File: src/rtl/mux_arb_pkg.sv
// mux_arb_pkg: shared constants, state encoding and weight helper for the
// class-merge arbiter (mux_arb_c1) and its round-robin search (rr_pick4).
package mux_arb_pkg;

  // Number of traffic classes / upstream FIFOs.
  localparam int NUM_CLASS = 4;

  // The class field occupies the top CLS_W bits of a word:
  // word[DATA_W-1 : DATA_W-CLS_W].
  localparam int CLS_W   = 2;
  localparam int CLS_MSB_OFS = 1;  // DATA_W-1 - CLS_MSB_OFS == DATA_W-2
  localparam int CLS_LSB_OFS = 2;  // DATA_W - CLS_LSB_OFS == LSB of field

  // Arbiter FSM: IDLE has no current grant, SERVE is bursting class cur.
  typedef enum logic [0:0] {
    ST_IDLE  = 1'b0,
    ST_SERVE = 1'b1
  } state_e;

  // Burst weight of a class; a configured weight of 0 behaves as 1 so a
  // class can never be starved by a mis-set parameter.
  function automatic int unsigned class_weight(
    input logic [CLS_W-1:0] cls,
    input int unsigned      w0,
    input int unsigned      w1,
    input int unsigned      w2,
    input int unsigned      w3
  );
    int unsigned w;
    case (cls)
      2'd0:    w = w0;
      2'd1:    w = w1;
      2'd2:    w = w2;
      default: w = w3;
    endcase
    return (w == 0) ? 1 : w;
  endfunction

endpackage

File: src/rtl/mux_arb_c1_rr_pick4.sv
// rr_pick4: combinational circular search for the first asserted request,
// starting at index 'start' (inclusive) and wrapping modulo 4.
module rr_pick4
  import mux_arb_pkg::*;
(
  input  logic [CLS_W-1:0]     start,
  input  logic [NUM_CLASS-1:0] req,
  output logic [CLS_W-1:0]     idx,
  output logic                 found
);

  logic [CLS_W-1:0] cand;

  // Walk offsets from farthest to nearest so the nearest hit is kept last.
  always_comb begin
    idx   = '0;
    found = 1'b0;
    cand  = '0;
    for (int k = NUM_CLASS - 1; k >= 0; k--) begin
      cand = start + CLS_W'(k);
      if (req[cand]) begin
        idx   = cand;
        found = 1'b1;
      end
    end
  end

endmodule

File: src/rtl/mux_arb_c1.sv
// mux_arb_c1: weighted round-robin merge of four per-class show-ahead FIFOs
// into one registered word stream.
//
// Optional build macro: MUX_ARB_C1_STRICT_PRIO_EN
//   defined   -> class 3 preempts the WRR schedule whenever it has data; the
//                interrupted class keeps cur/credit and resumes afterwards.
//   undefined -> pure weighted round-robin, class 3 bursts W3 words.
//
// Handshake: a class FIFO offers its head word whenever fifo_empty[i]=0;
// fifo_pop[i]=1 in a cycle consumes that head at the rising edge (no ready
// back-pressure on the FIFO side). Downstream has no ready: muxout_valid=1
// means muxout holds a new word for exactly that cycle, and pause=1 stops
// all pops so no word is produced one cycle later.
module mux_arb_c1
  import mux_arb_pkg::*;
#(
  parameter int          DATA_W = 12,
  parameter int          CRED_W = 3,
  parameter int unsigned W0     = 4,
  parameter int unsigned W1     = 3,
  parameter int unsigned W2     = 2,
  parameter int unsigned W3     = 1
) (
  input  logic                 clk,
  input  logic                 reset_L,
  input  logic [DATA_W-1:0]    fifo_data0,
  input  logic [DATA_W-1:0]    fifo_data1,
  input  logic [DATA_W-1:0]    fifo_data2,
  input  logic [DATA_W-1:0]    fifo_data3,
  input  logic [NUM_CLASS-1:0] fifo_empty,
  input  logic                 pause,
  output logic [NUM_CLASS-1:0] fifo_pop,
  output logic [DATA_W-1:0]    muxout,
  output logic                 muxout_valid,
  output logic                 class_err,
  output state_e               dbg_state,
  output logic [CLS_W-1:0]     dbg_cur,
  output logic [CRED_W-1:0]    dbg_credit
);

  // Arbiter state.
  state_e              state_q, state_d;
  logic [CLS_W-1:0]    cur_q, cur_d;
  logic [CLS_W-1:0]    ptr_q, ptr_d;
  logic [CRED_W-1:0]   credit_q, credit_d;

  // Grant decode.
  logic [NUM_CLASS-1:0] req;
  logic [CLS_W-1:0]     scan_start;
  logic [CLS_W-1:0]     scan_idx;
  logic                 scan_found;
  logic                 keep_cur;
  logic                 grant;
  logic                 prio_hit;
  logic [CLS_W-1:0]     g;
  logic [DATA_W-1:0]    sel_word;
  logic [CRED_W-1:0]    reload;

  assign req = ~fifo_empty;

  // In SERVE the search starts just past cur (cur itself is reached last,
  // which gives the re-grant when it is the only class with data); in IDLE
  // it starts at the saved pointer.
  assign scan_start = (state_q == ST_SERVE) ? cur_q + CLS_W'(1) : ptr_q;

  rr_pick4 u_pick (
    .start (scan_start),
    .req   (req),
    .idx   (scan_idx),
    .found (scan_found)
  );

  // The current burst continues only while its FIFO has data and credit
  // remains; otherwise leftover credit is forfeited and we rotate.
  assign keep_cur = (state_q == ST_SERVE) && req[cur_q] && (credit_q != '0);

  // Select the class to pop this cycle; pause suppresses every grant.
  always_comb begin
    grant    = 1'b0;
    prio_hit = 1'b0;
    g        = cur_q;
    if (!pause) begin
`ifdef MUX_ARB_C1_STRICT_PRIO_EN
      if (req[NUM_CLASS-1]) begin
        grant    = 1'b1;
        prio_hit = 1'b1;
        g        = CLS_W'(NUM_CLASS - 1);
      end else
`endif
      if (keep_cur) begin
        grant = 1'b1;
        g     = cur_q;
      end else if (scan_found) begin
        grant = 1'b1;
        g     = scan_idx;
      end
    end
  end

  // Burst length for a freshly granted class, stored as words-after-this-one.
  // Weights larger than 2**CRED_W would wrap here, so CRED_W must cover them.
  assign reload = CRED_W'(class_weight(g, W0, W1, W2, W3) - 1);

  // FSM state register (with the burst bookkeeping that travels with it).
  always_ff @(posedge clk or negedge reset_L) begin
    if (!reset_L) begin
      state_q  <= ST_IDLE;
      cur_q    <= '0;
      ptr_q    <= '0;
      credit_q <= '0;
    end else begin
      state_q  <= state_d;
      cur_q    <= cur_d;
      ptr_q    <= ptr_d;
      credit_q <= credit_d;
    end
  end

  // FSM next state: pause and strict-priority pops leave the burst untouched.
  always_comb begin
    state_d  = state_q;
    cur_d    = cur_q;
    ptr_d    = ptr_q;
    credit_d = credit_q;
    if (!pause) begin
      if (!grant) begin
        state_d = ST_IDLE;
        ptr_d   = cur_q + CLS_W'(1);
      end else if (prio_hit) begin
        state_d = state_q;
      end else if (keep_cur) begin
        credit_d = credit_q - CRED_W'(1);
      end else begin
        state_d  = ST_SERVE;
        cur_d    = g;
        credit_d = reload;
      end
    end
  end

  // FSM outputs: one-hot pop, forced low while reset is held; debug view.
  always_comb begin
    fifo_pop   = '0;
    if (reset_L && grant) begin
      fifo_pop = NUM_CLASS'(1) << g;
    end
    dbg_state  = state_q;
    dbg_cur    = cur_q;
    dbg_credit = credit_q;
  end

  // Head word of the granted FIFO.
  always_comb begin
    case (g)
      2'd0:    sel_word = fifo_data0;
      2'd1:    sel_word = fifo_data1;
      2'd2:    sel_word = fifo_data2;
      default: sel_word = fifo_data3;
    endcase
  end

  // Output register: capture the popped word one cycle after the pop and
  // latch any class-field mismatch (the word is still forwarded).
  always_ff @(posedge clk or negedge reset_L) begin
    if (!reset_L) begin
      muxout       <= '0;
      muxout_valid <= 1'b0;
      class_err    <= 1'b0;
    end else begin
      muxout_valid <= grant;
      if (grant) begin
        muxout <= sel_word;
        if (sel_word[DATA_W-1-CLS_MSB_OFS+1 -: CLS_W] != g) begin
          class_err <= 1'b1;
        end
      end
    end
  end

endmodule

File: config.mk
export PLATFORM = sky130hd
export DESIGN_NAME = mux_arb_c1
export DESIGN_NICKNAME = d
export VERILOG_FILES = /design/src/rtl/mux_arb_pkg.sv /design/src/rtl/mux_arb_c1_rr_pick4.sv /design/src/rtl/mux_arb_c1.sv
export SDC_FILE = /design/constraint.sdc
export NUM_CORES = 1
export LEC_CHECK = 0
export CAP_MARGIN = 20
export CORE_MARGIN = 2
export CORE_UTILIZATION = 36
export DETAILED_ROUTE_END_ITERATION = 8
export PLACE_DENSITY = 0.76
export SETUP_SLACK_MARGIN = 0.02
export SLEW_MARGIN = 20
export SYNTH_ARGS = -nofsm -noshare
export SYNTH_HDL_FRONTEND = slang
export SYNTH_SLANG_ARGS = --single-unit
export TNS_END_PERCENT = 1
File: constraint.sdc
create_clock -name clk -period 4.7 [get_ports clk]
set_input_delay 1.41 -clock clk [delete_from_list [all_inputs] [get_ports clk]]
set_output_delay 1.41 -clock clk [all_outputs]
set_load 0.01 [all_outputs]
== Word level (Yosys, flattened, before mapping) ==
Cells that the tools add are included.
Storage, ports and cells
  register bits after elaboration: 22
  bits of input ports: 55
  output and inout bits: 24
  logic and storage cells: 70
Operators by class
  add/subtract/negate cells: 6
  magnitude comparators: 5
  equal/unequal tests: 4
  shift operators: 1
  multiplexer cells: 32
  bitwise operators: 4
  reductions and logical operators: 11
Operators by type and width (number)
  $pmux 12 s3: 1
  $logic_not 32->1: 1
  $mux 2: 8
  $lt 2x3->1 const B: 5
  $mux 1: 14
  $bmux 1 s2: 5
  $pmux 3 s3: 1
  $reduce_and 2->1: 4
  $mux 3: 2
  $sub 3x1->3 const B: 2
  $add 2x1->2 const B: 2
  $add 2x2->2 const B: 2
  $mux 4: 1
  $not 4->4: 1
  $shl 1x2->4 const A: 1
  $logic_and 1x1->1: 3
  $not 1->1: 3
  $reduce_and 3->1: 1
  $reduce_bool 3->1: 1
  $eq 2x1->1 const B: 1
  $eq 2x2->1 const B: 1
  $logic_not 2->1: 1
  $ne 2x2->1: 1
  $ne 2x2->1 const B: 1

== Depth between registers and ports, before layout ==
Gate-level depths: netlist of run 1.
  word-level depth: 18
  mapped depth: 14
  depth with buffers taken out: 13

== By module ==
A second synthesis of run 1 with hierarchy kept.
Second synthesis, totals
  cells, all modules: 178
  area total of the unflattened synthesis: 1559.0 um^2
By module, submodules not included
  mux_arb_c1: times used 1, cells an instance 165, area each 1481.4 um^2, sequential area each 550.5 um^2
  rr_pick4: times used 1, cells an instance 13, area each 77.6 um^2, sequential area each 0.0 um^2

== Least setup slack after synthesis of run 1 ==
No wires, ideal clock.
  path kind: in2out
  start: input fifo_empty[3]
  end: output fifo_pop[0]
  arrival time: 3.358 ns
  path slack: -0.068 ns
  stages on the path: 8
  path through: mux4_2 -> nor2_8 -> nor2_2 -> mux2_4 -> inv_1 -> ha_1 -> clkbuf_1 -> and3_1
On the way
  longest elaborated chain between the ends: 12
RTL lines
  from (decl): RTL line mux_arb_c1.sv:30  | input logic [NUM_CLASS-1:0] fifo_empty,
  $not 4->4 *: RTL line mux_arb_c1.sv:59  | assign req = ~fifo_empty;
  $bmux 1 s2: RTL line mux_arb_c1_rr_pick4.sv:21  | if (req[cand]) begin
  $mux 1 (implied by the code): RTL line mux_arb_c1_rr_pick4.sv:21
  $mux 2 / $mux 1 (equally long branches) (4 in series): RTL line mux_arb_c1_rr_pick4.sv:21
  $mux 2: RTL line mux_arb_c1.sv:93  | end else if (scan_found) begin
  $mux 2 *: RTL line mux_arb_c1.sv:90  | if (keep_cur) begin
  $mux 2 *: RTL line mux_arb_c1.sv:82  | if (!pause) begin
  net g[0]: RTL line mux_arb_c1.sv:55  | logic [CLS_W-1:0] g;
  $shl 1x2->4 *: RTL line mux_arb_c1.sv:145  | fifo_pop = NUM_CLASS'(1) << g;
  $mux 4 *: RTL line mux_arb_c1.sv:144  | if (reset_L && grant) begin
  to (decl): RTL line mux_arb_c1.sv:32  | output logic [NUM_CLASS-1:0] fifo_pop,
The timed path passes the listed nets; every way through them passes the cells marked *. The select of a mux whose other input is x is not followed.

== Worst setup path in the final report of run 1 ==
  start: input pause
  end: output fifo_pop[2]
On the way
  longest elaborated chain between the ends: 3
RTL lines
  from (decl): RTL line mux_arb_c1.sv:31  | input logic pause,
  $mux 2: RTL line mux_arb_c1.sv:82
  net g[1]: RTL line mux_arb_c1.sv:55
  $shl 1x2->4: RTL line mux_arb_c1.sv:145
  $mux 4: RTL line mux_arb_c1.sv:144
The timed path passes the listed nets, and every way through them passes these cells.

==> out/metrics.csv, run 1 <==
metric,value,unit
status,"finished, final reports clean",
final critical-path required period,4.65,ns
YS warnings,0,
diode count,0,
Tcrit/Tclk final,0.989,
initial antenna violation count,0,
layout cells sized above 1,0.210,
"Cell Area, Synth",1500,um^2
row count,23,
Worst Tran Pin Value,0.424,ns
area grow syn2layout,76.0,%
initial core utilization,0.375,
number of enable flip-flop cells after synthesis,0,
Post-Route Skew,0.00710,ns
TritonCTS clock tree,yes,
grt met3 use,0.0390,
worst skew pair latency,0.26,ns
Residual DRC,0,
clock tree buffer depth,2,
"Slowest-stage cell, CP",clkdlybuf4s50_1,
maximum number of pins on one net before global-route repair,28,
"Core Util, Final",0.659,
grt total ovfl,0,
multi-input logic area,923,um^2
height of the die,68.5,um
Total GRT Usage,0.216,
core area,4000,um^2
top_reg_cell synth,dfrtp_1,
full die area,4700,um^2
Final Max Tran Viols,0,
DRT antenna net count,0,
Arrival @ worst endpoint,3.24,ns
Die X,68.5,um
Hold Crit Class,reg2reg,
root buffer cell,clkbuf_8,
peak supply drop,0.000396,V
worst path bufs/invs,4,
Avg Inst Size Synth,8.98,um^2
"Max FO, Critical Path",4,
Post-Syn Instances,167,
fillers,330,
via count,1663,
Final Hold Fails,0,
Post-DP HPWL,3.80,mm
drt via density,5.25,
ys async rst share,1.00,
M1 GR Usage,0.298,
Yosys reg bits,22,
critical-path cell list,clkdlybuf4s50_1 -> nand2b_1 -> buf_4 -> o21a_2 -> a31o_4 -> buf_12 -> ha_4 -> and3_4 -> buf_6,
LEAKAGE,1.12,nW
Max Freq,0.215,GHz
I/O Pins,79,
CTS Sinks,22,
first-pass GRT wire length,7.43,mm
clk slew on worst S/H paths,0.08,ns
sequential area share after synthesis,0.367,
Max-slew headroom,0.718,
synth unique cells,42,
Reg area,551,um^2
IO Port Bufs,78,
post-route worst setup slack,0.0516,ns
number of global-route vias before repair,1493,
CP startpoint kind,primary input,
R2R depth,13,
PD cells,615,nW/um^2
Setup crit end kind,primary output,
RSZ-0062 raised after global routing,false,
DR pass1 iterations,5,
GR Util met2,0.340,
Final setup viols,0,
Min-Delay Path Depth,2,
Final TNS setup,0,ns
H-tree depth,1,
worst setup path class,in2out,
max cap viols,0,
Hold Buf Count CTS,0,
Worst R2R Setup Slack,1.44,ns
gr busiest metal,met2,
DP Worst Slack,-0.595,ns
Routed WL per cell,16.1,um
cts bufs inserted,3,
CP max stage delay,0.42,ns
Placer Congestion,0.829,
DRT Wirelength,5.10,mm
drt first-iter violations,166,
Worst path depth,9,
syn nets,228,
fin nets,329,
Worst path top cell family by delay,buffers and inverters,
CP required,3.29,ns
==> tightest hold or removal path, cell delays in order (launching register included) <==
cell and delay, ns:
dfrtp_1 0.35, nand2_1 0.04, o21ai_0 0.06
==> flip-flops by register name, summed over array words and instances, names as in the netlist <==
signal        count
dbg_credit        3
muxout           12
muxout_valid      1
dbg_state         1
class_err         1
ptr_q             2
dbg_cur           2
==> cell type report <==
type,instances,area share
multi-input cells,127,0.350
inverters,7,0.0109
well taps,50,0.0237
clock buffers,3,0.0157
repair buffers,107,0.380
flip-flops and latches,22,0.209
clock inverters,1,0.0114
==> where the power goes <==
group,internal [mW],leakage [nW],total [mW],switching [mW]
clock network,0.114,0.0357,0.175,0.0610
registers,0.268,0.263,0.348,0.0805
logic,0.573,0.823,1.10,0.526
==> final timing paths <==
check / start / to
worst max register to register: dbg_state$_DFFE_PN0P_ / class_err$_DFFE_PN0P_
min in group asynchronous: reset_L / class_err$_DFFE_PN0P_
worst min-delay path: muxout[8]$_DFFE_PN0P_ / muxout[8]$_DFFE_PN0P_
worst min register to register: muxout[8]$_DFFE_PN0P_ / muxout[8]$_DFFE_PN0P_
max in group asynchronous: reset_L / dbg_state$_DFFE_PN0P_
worst max-delay path: pause / fifo_pop[2]
==> cell usage after synthesis, drive strengths merged (3+ instances only) <==
library cell  count  area (um^2)
o31ai             4         43.8
inv               7         26.3
buf               3         13.8
or3               3         20.0
nor2             18         86.3
dfrtp            22          551
and3              5         31.3
o21ai            14         70.1
a21oi            18         90.1
mux2i             4         40.0
a222oi           12          120
a221oi            3         26.3
nand2            16         60.1
ha                6         75.1
clkbuf            8         30.0
==> per-layer routing <==
layer	part of all wire	vias to the layer above	wire length, um
li1	-	829	-
met1	0.42	793	2120
met2	0.53	35	2720
met3	0.038	6	196
met4	0.012	0	59
met5	0	-	0
==> logic make-up after synthesis <==
family                     Yosys count  synth area share
AOI/OAI and AO/OA                   63             0.306
muxes                                7            0.0593
adders and majority gates            6            0.0501
and+or+nand+nor                     50             0.165
DFF                                 22             0.367
xor gates and xnor gates             1           0.00584
buffers and inverters               18            0.0467
==> per-stage QoR <==
step	power, mW	hold WS [ns]	instances	instance area [um^2]
after global placement	1.34	0.463	308	2480
after detailed placement	1.35	0.463	308	2480
after CTS	1.58	0.490	315	2590
after global routing	1.75	0.508	317	2640
final	1.62	0.483	317	2640
after floorplan	0.938	0.483	167	1500
==> what timing repair did <==
action                     4_1_cts  5_1_grt
setup buffers                    3        2
setup endpoints to repair        4        4
pin swaps                        2        3
resized for setup               30       10
==> cell usage in the layout (no fill, tap or decap), types with 2 or more instances in the layout <==
cell / netlist / final
ha_1: 6 / 2
ha_4: 0 / 2
o31ai_1: 3 / 3
or3_1: 2 / 2
mux2i_1: 4 / 4
buf_4: 0 / 27
clkbuf_8: 0 / 3
ha_2: 0 / 2
a221oi_1: 3 / 3
and3_1: 5 / 4
a21oi_1: 18 / 18
nand2_1: 16 / 16
buf_6: 0 / 2
a222oi_1: 12 / 12
inv_1: 6 / 5
nand2b_1: 2 / 2
clkdlybuf4s15_1: 0 / 4
o21ai_0: 14 / 13
dfrtp_1: 22 / 22
buf_2: 2 / 3
nor2b_1: 2 / 2
a21o_1: 2 / 2
nor2_1: 16 / 16
clkdlybuf4s50_1: 0 / 70
Note: power is estimated with default switching activity, not from simulation.
==> run 2, diff against run 1 <==
--- a/config.mk
+++ b/config.mk
@@ -6,7 +6,6 @@
 export NUM_CORES = 1
 export LEC_CHECK = 0
 export CAP_MARGIN = 20
-export CORE_MARGIN = 2
 export CORE_UTILIZATION = 36
 export DETAILED_ROUTE_END_ITERATION = 8
 export PLACE_DENSITY = 0.76
==> out/metrics.csv, run 2 (same netlist as run 1, synthesis figures left out) <==
metric,value,unit
Top Layer Used,met4,
diode count,0,
CP max stage delay,0.55,ns
Reg-to-Reg End,class_err$_DFFE_PN0P_,
WHS Endpoint,muxout[1]$_DFFE_PN0P_,
CTS Sinks,22,
maximum number of pins on one net before global-route repair,28,
via count,1694,
clk slew on worst S/H paths,0.08,ns
worst skew pair latency,0.27,ns
Final Cell Area,2630,um^2
final critical-path required period,4.60,ns
Final Hold Fails,0,
critical-path cell list,clkdlybuf4s15_1 -> mux4_2 -> nor2_8 -> nor2_4 -> mux2_4 -> inv_4 -> ha_4 -> and3_4 -> buf_6,
most flop-heavy register,muxout,
Max Freq,0.217,GHz
"Max FO, Critical Path",5,
Hold Crit Class,reg2reg,
internal power,0.949,mW
"Slowest-stage cell, CP",mux4_2,
clock tree buffer depth,2,
Tcrit/Tclk final,0.979,
DRT Wirelength,4.82,mm
initial core utilization,0.375,
Hold Buf Count CTS,0,
DRT antenna net count,0,
fin nets,329,
Worst path top cell family by delay,multiplexers,
Final Max Tran Viols,0,
Max-slew headroom,0.721,
launch point of the worst reg-to-reg path,dbg_state$_DFFE_PN0P_,
core area,4000,um^2
WL met1,2.12,mm
max cap viols,0,
Residual DRC,0,
sw power,0.665,mW
PD cells,613,nW/um^2
critical hold path startpoint,muxout[1]$_DFFE_PN0P_,
IO Port Bufs,78,
Die X,66.5,um
placed cells,307,
final std cells w/o fill,317,
cts bufs inserted,3,
status,"finished, final reports clean",
Flop pwr share,0.216,
R2R depth,13,
grt total ovfl,0,
Worst R2R Setup Slack,1.38,ns
LEAKAGE,1.12,nW
multi-input logic area,930,um^2
first-pass GRT wire length,7.08,mm
TritonCTS clock tree,yes,
row count,23,
initial antenna violation count,0,
Reg area,551,um^2
number of global-route vias before repair,1456,
drt first-iter violations,103,
worst setup path class,in2out,
max reg flops,12,
WL met2,2.49,mm
layout cells sized above 1,0.210,
Placer Congestion,0.793,
Setup crit end kind,primary output,
drt via density,5.34,
Logic pwr share,0.676,
H-tree depth,1,
CP startpoint kind,primary input,
clock power share,0.108,
peak supply drop,0.000331,V
DR pass1 iterations,4,
Post-DP Area,2470,um^2
"leading cell type in the layout, fill and taps excluded",clkdlybuf4s50_1,
Final setup viols,0,
Sw Share,0.412,
I/O Pins,79,
Routed WL per cell,15.2,um
worst path bufs/invs,3,
Post-Route Skew,0.00964,ns
Total GRT Usage,0.211,
met3 wire length,154,um
Arrival @ worst endpoint,3.19,ns
full die area,4430,um^2
Worst Tran Pin Value,0.418,ns
Worst path depth,9,
most frequent cells in the layout,"clkdlybuf4s50_1, buf_4, dfrtp_1",
area grow syn2layout,75.7,%
RSZ-0062 raised after global routing,false,
Post-DP HPWL,3.65,mm
Min-Delay Path Depth,2,
CP required,3.29,ns
fillers,337,
root buffer cell,clkbuf_8,
Final TNS setup,0,ns
height of the die,66.5,um
==> run 2: tightest hold or removal path, stage by stage (launching register included) <==
cell and delay, ns:
dfrtp_1 0.35, nand2_1 0.04, o21ai_0 0.06
==> run 2: power by group through the flow <==
stage | combinational [mW] | clock [mW] | sequential [mW]
6_report | 1.09 | 0.175 | 0.348
5_1_grt | 1.20 | 0.186 | 0.361
4_1_cts | 1.05 | 0.177 | 0.348
3_5_place_dp | 0.992 | 0 | 0.352
3_3_place_gp | 0.984 | 0 | 0.348
2_1_floorplan | 0.579 | 0 | 0.359
==> run 2: what timing repair did <==
item	4_1_cts	5_1_grt
setup buffers	3	3
resized for setup	31	11
hold endpoints to repair	0	0
pin swaps	2	5
endpoints found under the setup margin	4	4
==> run 2: through the flow <==
step	hold WS [ns]	setup WS [ns]	total power, mW	util
after floorplan	0.483	-0.0237	0.938	-
after global placement	0.463	-0.550	1.33	0.618
after detailed placement	0.465	-0.593	1.34	0.618
after CTS	0.489	0.0761	1.58	0.645
after global routing	0.513	0.0367	1.74	0.658
final	0.487	0.0970	1.61	0.658
==> run 2: area by class of cell <==
class / instances / area share
Clock inverter: 1 / 0.0114
Tap cell: 50 / 0.0238
Timing Repair Buffer: 107 / 0.375
Sequential cell: 22 / 0.209
Multi-Input combinational cell: 127 / 0.353
Inverter: 7 / 0.0119
Clock buffer: 3 / 0.0157
==> run 2: worst max-delay path by stage <==
stage | from | end | slack, ns
detailed placement | fifo_empty[3] | fifo_pop[2] | -0.59
CTS | fifo_empty[3] | fifo_pop[2] | 0.08
global placement | fifo_empty[3] | fifo_pop[2] | -0.55
floorplan | fifo_empty[3] | fifo_pop[2] | -0.02
finish | fifo_empty[3] | fifo_pop[0] | 0.1
global route | pause | fifo_pop[1] | 0.04
==> run 2: routing by layer <==
metal / GRT usage / vias to the layer above
li1: - / 835
met1: 0.276 / 821
met2: 0.361 / 32
met3: 0.0377 / 6
met4: 0.0452 / 0
met5: 0 / -
==> run 3, diff against run 2 <==
--- a/config.mk
+++ b/config.mk
@@ -10,7 +10,7 @@
 export DETAILED_ROUTE_END_ITERATION = 8
 export PLACE_DENSITY = 0.76
 export SETUP_SLACK_MARGIN = 0.02
-export SLEW_MARGIN = 20
+export SLEW_MARGIN = 10
 export SYNTH_ARGS = -nofsm -noshare
 export SYNTH_HDL_FRONTEND = slang
 export SYNTH_SLANG_ARGS = --single-unit
==> results of run 3 <==
Final layout, timing and power as in run 2 (identical DEF).
